`config.mk`:
```
export PLATFORM = sky130hd
export DESIGN_NAME = uart_msg_tx
export DESIGN_NICKNAME = d
export VERILOG_FILES = /design/src/rtl/uart_msg_tx_pkg.sv /design/src/rtl/uart_baud_tick.sv /design/src/rtl/uart_msg_tx.sv
export SDC_FILE = /design/constraint.sdc
export NUM_CORES = 1
export LEC_CHECK = 0
export BUFFER_PORTS_ARGS = -buffer_cell sky130_fd_sc_hd__buf_2
export CAP_MARGIN = 40
export CORE_ASPECT_RATIO = 1.4
export CORE_UTILIZATION = 40
export DETAILED_ROUTE_END_ITERATION = 6
export PLACE_DENSITY_LB_ADDON = 0.08
export SLEW_MARGIN = 20
export SYNTH_ARGS = -nofsm -noshare
export SYNTH_HDL_FRONTEND = slang
export SYNTH_SLANG_ARGS = --single-unit
```
`constraint.sdc`:
```
create_clock -name clk -period 1.55 [get_ports clk]
set_input_delay 0.31 -clock clk [delete_from_list [all_inputs] [get_ports clk]]
set_output_delay 0.31 -clock clk [all_outputs]
set_load 0.1 [all_outputs]
```
`src/rtl/uart_msg_tx_pkg.sv`:
```
// Shared types and helpers for the UART message transmitter.
// Holds parity modes, the FSM state type and frame-length/parity functions.
package uart_msg_tx_pkg;

  localparam int PAR_NONE = 0;
  localparam int PAR_ODD  = 1;
  localparam int PAR_EVEN = 2;

  typedef enum logic [2:0] {
    S_IDLE   = 3'd0,
    S_START  = 3'd1,
    S_DATA   = 3'd2,
    S_PARITY = 3'd3,
    S_STOP   = 3'd4,
    S_GAP    = 3'd5
  } state_e;

  function automatic int frame_bits(input int data_bits, input int parity, input int stop_bits);
    return 1 + data_bits + ((parity != PAR_NONE) ? 1 : 0) + stop_bits;
  endfunction

  // Data is pre-masked to DATA_BITS, so the reduction covers only real data bits.
  function automatic logic parity_bit(input logic [7:0] data, input int mode);
    return (mode == PAR_ODD) ? ~(^data) : (^data);
  endfunction

endpackage

```
`src/rtl/uart_baud_tick.sv`:
```
// Bit-period timer: tick is high in the last cycle of every CLKS_PER_BIT window.
// The count is held at zero whenever en is low so each new bit starts aligned.
module uart_baud_tick #(
  parameter int CLKS_PER_BIT = 1
) (
  input  logic clk,
  input  logic reset,
  input  logic en,
  output logic tick
);

  localparam int CNT_W = $clog2(CLKS_PER_BIT) + 1;
  localparam logic [CNT_W-1:0] CNT_LAST = CNT_W'(CLKS_PER_BIT - 1);

  logic [CNT_W-1:0] cnt_q;
  logic [CNT_W-1:0] cnt_d;

  assign tick = en && (cnt_q == CNT_LAST);

  // Next count: wrap on tick, clear while disabled.
  always_comb begin
    cnt_d = cnt_q;
    if (!en || tick) begin
      cnt_d = '0;
    end else begin
      cnt_d = cnt_q + CNT_W'(1);
    end
  end

  // Count register.
  always_ff @(posedge clk) begin
    if (reset) begin
      cnt_q <= '0;
    end else begin
      cnt_q <= cnt_d;
    end
  end

endmodule

```
`src/rtl/uart_msg_tx.sv`:
```
// UART message transmitter: streams MSG_LEN bytes fetched through msg_addr/msg_data,
// with start/busy/done handshake, optional inter-message gap and loop mode.
module uart_msg_tx
  import uart_msg_tx_pkg::*;
#(
  parameter int CLKS_PER_BIT = 1,
  parameter int DATA_BITS    = 8,
  parameter int PARITY       = 0,
  parameter int STOP_BITS    = 1,
  parameter int MSG_LEN      = 13,
  parameter int GAP_FRAMES   = 1,
  parameter int ADDR_W       = 4
) (
  input  logic              clk,
  input  logic              reset,
  input  logic              start,
  input  logic              loop,
  input  logic [7:0]        msg_data,
  output logic [ADDR_W-1:0] msg_addr,
  output logic              busy,
  output logic              done,
  output logic              uart_tx
);

  localparam int FRAME_BITS = frame_bits(DATA_BITS, PARITY, STOP_BITS);
  localparam int GAP_TOTAL  = GAP_FRAMES * FRAME_BITS;
  localparam int GAP_LAST   = (GAP_TOTAL > 0) ? GAP_TOTAL - 1 : 0;
  localparam int GAP_W      = $clog2(GAP_LAST + 1) + 1;
  localparam int BIT_W      = $clog2(DATA_BITS) + 1;

  localparam logic [7:0]        DATA_MASK = 8'((1 << DATA_BITS) - 1);
  localparam logic [ADDR_W-1:0] LAST_ADDR = ADDR_W'(MSG_LEN - 1);
  localparam logic [BIT_W-1:0]  DATA_LAST = BIT_W'(DATA_BITS - 1);
  localparam logic [BIT_W-1:0]  STOP_LAST = BIT_W'(STOP_BITS - 1);
  localparam logic [GAP_W-1:0]  GAP_END   = GAP_W'(GAP_LAST);

  state_e            state_q, state_d;
  logic [BIT_W-1:0]  bit_q, bit_d;
  logic [GAP_W-1:0]  gap_q, gap_d;
  logic [ADDR_W-1:0] addr_q, addr_d;
  logic [7:0]        shift_q, shift_d;
  logic              par_q, par_d;
  logic              tx_q, tx_d;
  logic              busy_q;
  logic              tick_s;
  logic              done_s;
  logic [7:0]        byte_s;

  uart_baud_tick #(.CLKS_PER_BIT(CLKS_PER_BIT)) u_baud (
    .clk   (clk),
    .reset (reset),
    .en    (state_q != S_IDLE),
    .tick  (tick_s)
  );

  assign byte_s = msg_data & DATA_MASK;

  // Next-state, counters and shift register.
  // The byte is captured on leaving START, when msg_addr already names it.
  always_comb begin
    state_d = state_q;
    bit_d   = bit_q;
    gap_d   = gap_q;
    addr_d  = addr_q;
    shift_d = shift_q;
    par_d   = par_q;
    done_s  = 1'b0;
    case (state_q)
      S_IDLE: begin
        if (start) begin
          state_d = S_START;
          bit_d   = '0;
          addr_d  = '0;
          shift_d = byte_s;
          par_d   = parity_bit(byte_s, PARITY);
        end else begin
          state_d = S_IDLE;
        end
      end
      S_START: begin
        if (tick_s) begin
          state_d = S_DATA;
          bit_d   = '0;
          shift_d = byte_s;
          par_d   = parity_bit(byte_s, PARITY);
        end else begin
          state_d = S_START;
        end
      end
      S_DATA: begin
        if (tick_s && (bit_q == DATA_LAST)) begin
          bit_d   = '0;
          state_d = (PARITY != PAR_NONE) ? S_PARITY : S_STOP;
        end else if (tick_s) begin
          bit_d   = bit_q + BIT_W'(1);
          shift_d = {1'b0, shift_q[7:1]};
        end else begin
          state_d = S_DATA;
        end
      end
      S_PARITY: begin
        if (tick_s) begin
          state_d = S_STOP;
          bit_d   = '0;
        end else begin
          state_d = S_PARITY;
        end
      end
      S_STOP: begin
        if (tick_s && (bit_q == STOP_LAST)) begin
          bit_d = '0;
          if (addr_q != LAST_ADDR) begin
            addr_d  = addr_q + ADDR_W'(1);
            state_d = S_START;
          end else if (GAP_FRAMES == 0) begin
            addr_d  = '0;
            done_s  = 1'b1;
            state_d = loop ? S_START : S_IDLE;
          end else begin
            addr_d  = '0;
            gap_d   = '0;
            state_d = S_GAP;
          end
        end else if (tick_s) begin
          bit_d = bit_q + BIT_W'(1);
        end else begin
          state_d = S_STOP;
        end
      end
      S_GAP: begin
        if (tick_s && (gap_q == GAP_END)) begin
          gap_d   = '0;
          done_s  = 1'b1;
          state_d = loop ? S_START : S_IDLE;
        end else if (tick_s) begin
          gap_d = gap_q + GAP_W'(1);
        end else begin
          state_d = S_GAP;
        end
      end
      default: begin
        state_d = S_IDLE;
      end
    endcase
  end

  // Line level for the coming cycle, derived from next state so uart_tx is a flop.
  always_comb begin
    tx_d = 1'b1;
    case (state_d)
      S_START:  tx_d = 1'b0;
      S_DATA:   tx_d = shift_d[0];
      S_PARITY: tx_d = par_d;
      default:  tx_d = 1'b1;
    endcase
  end

  // State and datapath registers.
  always_ff @(posedge clk) begin
    if (reset) begin
      state_q <= S_IDLE;
      bit_q   <= '0;
      gap_q   <= '0;
      addr_q  <= '0;
      shift_q <= '0;
      par_q   <= 1'b0;
      tx_q    <= 1'b1;
      busy_q  <= 1'b0;
    end else begin
      state_q <= state_d;
      bit_q   <= bit_d;
      gap_q   <= gap_d;
      addr_q  <= addr_d;
      shift_q <= shift_d;
      par_q   <= par_d;
      tx_q    <= tx_d;
      busy_q  <= (state_d != S_IDLE);
    end
  end

  assign uart_tx  = tx_q;
  assign busy     = busy_q;
  assign msg_addr = addr_q;
  // done marks the final cycle of message+gap; it decodes registered state only.
  assign done     = done_s;

endmodule

```
* Word level (Yosys, flattened, before mapping)
Cells that the tools add are included.
** Storage, ports and cells
- Bits in registers :: 28
- Bits of input ports :: 12
- Output and inout bits :: 7
** Cells by class
- $add $sub $neg :: 4
- Equal/unequal tests :: 19
- Mux-type cells :: 37
- Bitwise operators :: 1
- Reductions and logical operators :: 21
** Operator list (count)
- two-way mux 8 bit :: 4
- two-way mux 4 bit :: 7
- two-way mux 3 bit :: 8
- case mux 8 bit (3 select lines) :: 1
- two-way mux 5 bit :: 4
- case mux 3 bit (6 select lines) :: 1
- case mux 4 bit (4 select lines) :: 1
- == test 3 x 2 -> 1 bit (second input constant) :: 4
- != test 2 bit (second input constant) :: 6
- case mux 5 bit (2 select lines) :: 1
- nonzero test 3 bit :: 3
- adder 4 x 1 -> 4 bit (second input constant) :: 2
- case mux 4 bit (2 select lines) :: 1
- XOR reduction 8 bit :: 1
- == test 3 x 1 -> 1 bit (second input constant) :: 2
- == test 3 bit (second input constant) :: 2
- two-way mux 1 bit :: 6
- AND reduction 3 bit :: 2
- adder 5 x 1 -> 5 bit (second input constant) :: 1
- == test 5 x 4 -> 1 bit (second input constant) :: 1
- AND reduction 5 bit :: 1
- == test 4 x 3 -> 1 bit (second input constant) :: 1
- logical AND 1 bit :: 4
- logical NOT 4 bit :: 1
- other kinds (15) :: 17

* Logic depth before layout (Yosys ltp)
Gate-level depths: netlist of run 1.
- Depth after elaboration :: 7
- Depth in mapped cells :: 7
- Mapped depth without buffers :: 7

* Cells and area by module
From an unflattened synthesis of run 1, not the netlist that was laid out.
** Second synthesis, totals
- Cells, all modules :: 185
- Area, all modules :: 1521.5 µm²
** By module, submodules not included
- uart_msg_tx :: instances 1, cells each 182, area an instance 1483.9 µm², seq. area each 540.5 µm²
- uart_baud_tick :: instances 1, cells each 3, area an instance 37.5 µm², seq. area each 20.0 µm²

* Worst setup path before layout of run 1
Ideal clock, no wire load.
- Path type :: reg-to-output
- Start :: register gap_q[0]
- End :: output done
- Arrival :: 3.895 ns
- Slack :: -2.655 ns
- Cell stages (with the launch flop) :: 4
- Path buffers :: 0
- Cells stage by stage :: dfxtp_1 -> ha_1 -> and4bb_2 -> nor4b_1
** On the way
- Word-level cells in the longest chain between the ends :: 4
** RTL lines
- start: declaration :: line uart_msg_tx.sv:39 : logic [GAP_W-1:0] gap_q, gap_d;
- start signal: assignment :: line uart_msg_tx.sv:172 : gap_q <= gap_d;
- == test 5 x 4 -> 1 bit :: line uart_msg_tx.sv:131 : if (tick_s && (gap_q == GAP_END)) begin
- logical AND 1 bit :: line uart_msg_tx.sv:131
- two-way mux 1 bit :: line uart_msg_tx.sv:131
- two-way mux 1 bit :: line uart_msg_tx.sv:68 : case (state_q)
- end: declaration :: line uart_msg_tx.sv:21 : output logic done,
Every way passes these cells.

* Worst setup path in the final report of run 1
- Start :: register gap_q[1]
- End :: output done
Same word-level chain as after synthesis.

==> results_dict.tcl, run 1 <==
set metrics [dict create \
    drt_iter0_markers 32 \
    cp.depth 5 \
    maxCapViolations 0 \
    synth.ff_latch_count 28 \
    final-seq-area_um2 590.6 \
    max_freq_ghz 0.5563 \
    worstSetupStartpointType "register" \
    max_stage_delay_ns 0.33 \
    grt_pass1_vias 1591 \
    cts_root_buf "clkbuf_8" \
    seq_area_frac_synth_pct 35.28 \
    cp_cell_sequence "inv_2 -> ha_4 -> and4bb_2 -> nor4b_4 -> buf_12" \
    worst_pin_slew_ns 0.5482 \
    async_reset_ff_share_pct 0 \
    core_um2 3709 \
    utilization_pct 66.30 \
    violations "setup timing" \
    hold_viol 0 \
    cp.arrival_ns 1.49 \
    total_leakage_power_nw 0.9452 \
    n_antenna_cell 0 \
    rows 26 \
    io_buffers 18 \
    syn-mean-instance-area_um2 8.731 \
    fillers 315 \
    initial_core_util_pct 42.85 \
    nets 256 \
    cts.clk_slew.worst_paths_ns 0.10 \
    antenna_left 0 \
    slowest_stage "dfxtp_2" \
    setup_slack_ns -0.2477 \
    ios 19 \
    powerDensity_nw_per_um2 684.6 \
    synth-compound-area-share_pct 21.73 \
    critPathRequiredTime_ns 1.24 \
    ctsHoldBuffers 0 \
    ys.flop_type "dfxtp_1" \
    r2r_slack_ns -0.20 \
    viasPerCell 5.627 \
    synth_edf_count 0 \
    grt_pass1_wl_um 7113 \
    synthDominantAreaCellType "dfxtp_1" \
    clk_latency_ns 0.27 \
    worst-path-buf-inv 2 \
    p_total_mw 1.683 \
    slew_headroom_pct 63.46 \
    cts_tree "done" \
    yosys.area_share.simple_pct 26.38 \
    multi_input_area_um2 1245 \
    hold_path_class "input port to register" \
    wl_per_cell_um 15.41 \
    gp_congestion 0.8224 \
    reg2reg_depth 8 \
    synth_area_leaders "dfxtp_1, nor2_1, a21oi_1" \
    fin_skew_ns 0.006245 \
    final_common_cell "buf_4" \
    synth_top_family_by_area "simple AND/OR/NAND/NOR gates" \
    die_y_um 76.58 \
    final_max_slew_viol_count 0 \
    cts_buffers 3 \
    path_class "register to primary output" \
    dieArea_um2 4232 \
    syn_inst 182 \
    final_cell_mix "buf_4, nor2_1, buf_2, dfxtp_1" \
    dpl_cell_area_um2 1977 \
    setup_viol 19 \
    globalRouteTotalUtil_pct 20.60 \
    muxShareOfSynthArea_pct 0.7087 \
    drive_above_1_share_pct 57.81 \
    cp-end-kind "primary output" \
    gr-total-overflow 0 \
    cts-htree-levels 1 \
    post-route-period-util_pct 116.0 \
    synthAdderAreaFrac_pct 4.724 \
    antenna_found_initial 0 \
    grt_max_degree 25 \
    rsz0062_at_grt "true" \
    die_w_um 55.27 \
    dr.pass1.iters 4 \
    vias 1570 \
    synth_top_area_share_pct 35.28 \
    status "finished, violations left" \
    cts.sinks 28 \
    netlist_area_um2 1589 \
    yosys.cell_types.count 54 \
    synth.net_count 200 \
    cp_max_fo 2 \
    yosysWarnings 0 \
    route.detailed.drc 0 \
    cp_top_family "simple AND/OR/NAND/NOR gates" \
    irDropWorstVdd_mv 0.6016 \
    area_growth_pct 54.72 \
    fin_crit_ns 1.798 \
    synth_xor_area_share_pct 6.063 \
    dp_hpwl_um 2842 \
    worstHoldPathCells 3 \
    cts_buffer_depth 2 \
    wirelength_um 4298 \
    final_cell_area_um2 2459 \
]
==> per-layer routing <==
| metal | track usage [%] | part of all wire, % | vias to the layer above |
|---|---|---|---|
| met3 | 2.207 | 2.1 | 10 |
| li1 | - | - | 766 |
| met2 | 39.40 | 57 | 31 |
| met1 | 22.12 | 38 | 763 |
| met5 | 0 | 0 | - |
| met4 | 9.000 | 2.5 | 0 |
==> cell families after synthesis <==
family / after synthesis
buffers and inverters: 16
DFF: 28
other: 1
adders and majority gates: 6
AOI/OAI and AO/OA: 50
muxes: 1
xor gates and xnor gates: 11
and+or+nand+nor: 69
==> Yosys cell counts, types with 2 or more instances <==
library cell and number:
dfxtp_1 28, xor2_1 4, and3_1 4, a22oi_1 7
inv_1 8, nand3_1 3, buf_2 2, nand4b_1 4
nor4_1 2, a21oi_1 15, clkbuf_1 3, nor2_1 22
a211oi_1 3, nor3b_1 2, nand2_1 11, buf_4 2
nor2b_1 3, xnor2_1 7, o211ai_1 3, nand2b_1 4
o21ai_0 7, ha_1 6
==> state kept, by name (all words and copies together), names as in the netlist <==
signal,flops
bit_q,4
busy,1
gap_q,5
msg_addr,4
par_q,1
shift_q,8
state_q,3
u_baud.cnt_q,1
uart_tx,1
==> layout make-up <==
type                       instances  share of cell area [%]
clock buffer                       4                   1.832
inverter                           8                   1.476
multi-input combinational        138                   50.64
sequential                        28                   24.02
tap                               42                   2.137
timing repair buffer              59                   19.90
==> per-stage QoR <==
| step | worst slack [ns] | setup TNS, ns | std cells | hold WS [ns] |
|---|---|---|---|---|
| detailed placement | -0.1559 | -2.131 | 259 | 0.4497 |
| finish | -0.2477 | -1.992 | 279 | 0.3205 |
| global route | -0.2879 | -3.350 | 279 | 0.3182 |
| CTS | -0.2609 | -0.9994 | 270 | 0.3132 |
| global placement | -0.1227 | -1.358 | 259 | 0.4460 |
| floorplan | -0.5531 | -0.7534 | 182 | 0.3794 |
==> worst register-to-register path, cell delays in order (launching register included) <==
cell       delay [ns]
dfxtp_2          0.34
inv_2            0.04
ha_4             0.14
and4bb_2         0.25
buf_4            0.16
a221oi_2         0.25
nor2b_2          0.07
or3_1            0.33
o2111ai_2        0.10
==> report_power, final <==
part | leakage [nW] | switching, mW | internal (mW)
Clock | 0.0228 | 0.223 | 0.184
Sequential | 0.236 | 0.0301 | 0.749
Combinational | 0.686 | 0.272 | 0.225
Total | 0.945 | 0.525 | 1.16
==> worst paths after layout <==
path,startpoint,end
worst min register to register,shift_q[2],shift_q[2]
worst max-delay path,gap_q[1],done
worst max register to register,gap_q[1],uart_tx
worst min-delay path,msg_data[7],shift_q[7]
==> timing repair <==
| item | CTS | global route |
|---|---|---|
| pin swaps | 19 | 29 |
| endpoints found under the hold margin | 0 | 0 |
| gates cloned | 0 | 1 |
| buffers inserted | 7 | 8 |
| endpoints found under the setup margin | 26 | 27 |
| gates resized for setup | 36 | 44 |
Note: power is estimated with default switching activity, not from simulation.
==> run 2: changes to the inputs <==
- SKIP_CTS_REPAIR_TIMING: unset -> 1
==> results_dict.tcl, run 2 (synthesis results as in run 1) <==
set metrics [dict create \
    dp.cells 259 \
    cp.arrival_ns 1.52 \
    cts_tree "done" \
    fillers 336 \
    io_buffers 18 \
    rr_startpoint "gap_q[1]" \
    grt_max_degree 25 \
    cp-end-kind "primary output" \
    dpl_cell_area_um2 1977 \
    n_antenna_cell 0 \
    slowest_stage "dfxtp_2" \
    ios 19 \
    final_cell_mix "buf_4, nor2_1, dfxtp_1, buf_2, a21oi_1" \
    post-route-period-util_pct 117.8 \
    violations "setup timing" \
    hp-start "msg_data[7]" \
    cts-htree-levels 1 \
    dr.pass1.iters 4 \
    total_leakage_power_nw 0.8858 \
    die_w_um 55.27 \
    drive_above_1_share_pct 49.56 \
    critPathRequiredTime_ns 1.24 \
    cts_buffers 3 \
    final_common_cell "buf_4" \
    maxCapViolations 0 \
    hold_path_class "input port to register" \
    initial_core_util_pct 42.85 \
    p_total_mw 1.618 \
    hold_end "shift_q[7]" \
    status "finished, violations left" \
    antenna_found_initial 0 \
    globalRouteTotalUtil_pct 19.02 \
    holdWs_ns 0.3181 \
    worst-path-buf-inv 2 \
    cts_root_buf "clkbuf_8" \
    gr-total-overflow 0 \
    largest_register_ffs 8 \
    area_growth_pct 43.54 \
    max_stage_delay_ns 0.33 \
    nets 247 \
    grt_pass1_wl_um 6693 \
    setup_slack_ns -0.2754 \
    cts_buffer_depth 2 \
    max_freq_ghz 0.5478 \
    cp_cell_sequence "inv_2 -> ha_4 -> and4bb_2 -> nor4b_4 -> buf_12" \
    clk_latency_ns 0.27 \
    fin_skew_ns 0.008134 \
    r2r_end "uart_tx" \
    antenna_left 0 \
    rsz0062_at_grt "true" \
    dieArea_um2 4232 \
    final_cell_area_um2 2281 \
    wirelength_um 4102 \
    rows 26 \
    pre_cts_ws_ns -0.1559 \
    powerDensity_nw_per_um2 709.4 \
    worst_pin_slew_ns 0.5101 \
    vias 1498 \
    setup_viol 19 \
    irDropWorstVdd_mv 0.5877 \
    path_class "register to primary output" \
    reg2reg_depth 8 \
    core_um2 3709 \
    drt_iter0_markers 34 \
    worstSetupStartpointType "register" \
    worstHoldPathCells 3 \
    hold_viol 0 \
    slew_headroom_pct 65.99 \
    reg_top3 "shift_q: 8 flops, gap_q: 5 flops" \
    cts.clk_slew.worst_paths_ns 0.10 \
    r2r_slack_ns -0.18 \
    cp_top_family "simple AND/OR/NAND/NOR gates" \
    viasPerCell 5.548 \
    wl_per_cell_um 15.19 \
    fin_crit_ns 1.825 \
    die_y_um 76.58 \
    dp_hpwl_um 2842 \
    finalNonFillerCells 270 \
    final_max_slew_viol_count 0 \
    route.detailed.drc 0 \
    regMostFlops "shift_q" \
    cp_max_fo 4 \
    cts.sinks 28 \
    grt_pass1_vias 1542 \
    gp_congestion 0.8224 \
]
## run 2: worst register-to-register path, stage by stage (launching register included)
cell	delay [ns]
dfxtp_2	0.34
inv_2	0.04
ha_4	0.14
and4bb_2	0.26
buf_4	0.14
a221oi_2	0.24
nor2b_2	0.07
or3_1	0.33
o2111ai_2	0.09
## run 2: area by class of cell
type	count	area, um^2	share of cell area, %
Clock buffer	4	45.04	1.975
Tap cell	42	52.55	2.304
Timing Repair Buffer	50	385.4	16.90
Sequential cell	28	583.1	25.56
Multi-Input combinational cell	138	1182	51.84
Inverter	8	32.53	1.426
## run 2: through the flow
| step | setup TNS [ns] | util (%) |
|---|---|---|
| floorplan | -0.7534 | - |
| global placement | -1.358 | 53.31 |
| detailed placement | -2.131 | 53.31 |
| CTS | -2.942 | 54.52 |
| global route | -3.478 | 61.50 |
| finish | -1.619 | 61.50 |
## run 2: worst max-delay path by stage
stage / cells past startpoint / startpoint / end
3_5_place_dp: 8 / bit_q[0] / uart_tx
2_1_floorplan: 4 / gap_q[1] / done
6_report: 5 / gap_q[1] / done
3_3_place_gp: 8 / bit_q[0] / uart_tx
4_1_cts: 5 / gap_q[1] / done
5_1_grt: 4 / gap_q[0] / done
## run 2: metal layers
layer	vias up	GRT usage (%)	part of all wire, %	wire [um]
met5	-	0	0	0
met4	0	7.500	1.1	46
met3	4	2.377	2.4	97
met2	29	35.30	58	2377
met1	721	21.51	39	1580
li1	744	-	-	-
## run 2: power breakdown
group          internal, mW  switching, mW
Combinational         0.188          0.251
Sequential            0.748         0.0257
Clock                 0.184          0.220
Total                  1.12          0.498
==> run 3: changes to the inputs <==
- CORE_UTILIZATION: 40 -> 51
==> results_dict.tcl, run 3 (synthesis results as in run 1) <==
set metrics [dict create \
    rows 23 \
    irDropWorstVdd_mv 0.6828 \
    antenna_found_initial 0 \
    cts.sinks 28 \
    vias 1491 \
    hp-start "msg_data[7]" \
    final_common_cell "buf_4" \
    max_freq_ghz 0.5369 \
    worstSetupStartpointType "register" \
    area_growth_pct 39.37 \
    largest_register_ffs 8 \
    grt_pass1_wl_um 6099 \
    fin_tns_setup_ns -1.180 \
    fin_skew_ns 0.01276 \
    setup_viol 13 \
    violations "setup timing" \
    gr-total-overflow 0 \
    antenna_left 0 \
    total_leakage_power_nw 0.8790 \
    dp.cells 253 \
    regMostFlops "shift_q" \
    setup_slack_ns -0.3126 \
    cts_root_buf "clkbuf_8" \
    maxCapViolations 0 \
    grt_max_degree 25 \
    grt_pass1_vias 1436 \
    rr_startpoint "gap_q[1]" \
    reg2reg_depth 9 \
    reg_top3 "shift_q: 8 flops, gap_q: 5 flops" \
    route.detailed.drc 0 \
    clockPowerShare_pct 30.3 \
    cts_buffers 3 \
    p_int_mw 1.202 \
    power_switching_mw 0.4924 \
    switching_share_pct 29.06 \
    dr.pass1.iters 4 \
    nets 245 \
    initial_core_util_pct 54.67 \
    holdWs_ns 0.3305 \
    io_buffers 18 \
    critPathRequiredTime_ns 1.24 \
    r2r_end "uart_tx" \
    cts_tree "done" \
    r2r_slack_ns -0.27 \
    wl_per_cell_um 14.98 \
    rsz0062_at_grt "true" \
    worstHoldPathCells 3 \
    finalNonFillerCells 263 \
    die_w_um 49.18 \
    seq_power_share_pct 45.3 \
    cp-end-kind "primary output" \
    viasPerCell 5.669 \
    powerDensity_nw_per_um2 765.0 \
    pwr-share-comb_pct 24.4 \
    status "finished, violations left" \
    final_cell_mix "buf_4, nor2_1, dfxtp_1, buf_2, a21oi_1" \
    cp_max_fo 6 \
    clk_latency_ns 0.28 \
    fin_crit_ns 1.863 \
    n_antenna_cell 0 \
    hold_viol 0 \
    hold_end "shift_q[7]" \
    dieArea_um2 3346 \
    drt_iter0_markers 32 \
    cts.clk_slew.worst_paths_ns 0.10 \
    cts_buffer_depth 2 \
    post-route-period-util_pct 120.2 \
    final_max_slew_viol_count 0 \
    ios 19 \
    hold_path_class "input port to register" \
    drive_above_1_share_pct 42.92 \
    core_um2 2907 \
    path_class "register to primary output" \
    die_y_um 68.05 \
    cp.arrival_ns 1.55 \
    globalRouteTotalUtil_pct 23.54 \
    dp_hpwl_um 2789 \
    wirelength_um 3941 \
    cts-htree-levels 1 \
    gp_congestion 0.7764 \
]
## run 3: cell types whose count changed in the layout (fill, tap and decap cells not counted), sizes merged
cell | before | now
buf | 50 | 48
## run 3: area by class of cell
type / instances / area, um^2
Clock buffer: 4 / 66.31
Fill cell: 222 / 691.9
Inverter: 8 / 35.03
Multi-Input combinational cell: 138 / 1109
Sequential cell: 28 / 584.3
Tap cell: 37 / 46.29
Timing Repair Buffer: 48 / 374.1
## run 3: routing by layer
metal / track usage [%] / vias up / part of all wire, %
met5: 0 / - / 0
met4: 10.29 / 0 / 1.2
li1: - / 741 / -
met3: 2.667 / 4 / 2.1
met2: 46.40 / 36 / 56
met1: 24.97 / 710 / 40
## run 3: power by group through the flow
stage	sequential [mW]	combinational, mW	clock [mW]
after global routing	0.772	0.447	0.549
after detailed placement	0.788	0.367	0
after CTS	0.772	0.369	0.526
final	0.768	0.414	0.513
after global placement	0.786	0.359	0
after floorplan	0.834	0.206	0
## run 3: worst max-delay path by stage
stage               cells after the start  slack, ns       start       to
floorplan                               4      -0.55    gap_q[1]     done
global route                            9      -0.38    gap_q[1]  uart_tx
CTS                                     5      -0.40    gap_q[1]     done
finish                                  4      -0.31  state_q[1]     done
detailed placement                      9      -0.16    bit_q[0]  uart_tx
global placement                        9      -0.09    bit_q[0]  uart_tx
## run 3: worst max-delay path, stage by stage, from the launching register on
cell,delay [ns]
dfxtp_1,0.39
nand2b_1,0.23
buf_4,0.17
nor4b_4,0.26
buf_12,0.21
## run 3: through the flow
step	worst slack, ns	utilization [%]	power (mW)	instance area, um^2
6_report	-0.3126	76.19	1.694	2215
3_3_place_gp	-0.09021	67.54	1.144	1963
4_1_cts	-0.3959	69.82	1.666	2029
5_1_grt	-0.3766	76.19	1.768	2215
3_5_place_dp	-0.1586	67.54	1.155	1963
2_1_floorplan	-0.5531	-	1.040	1654
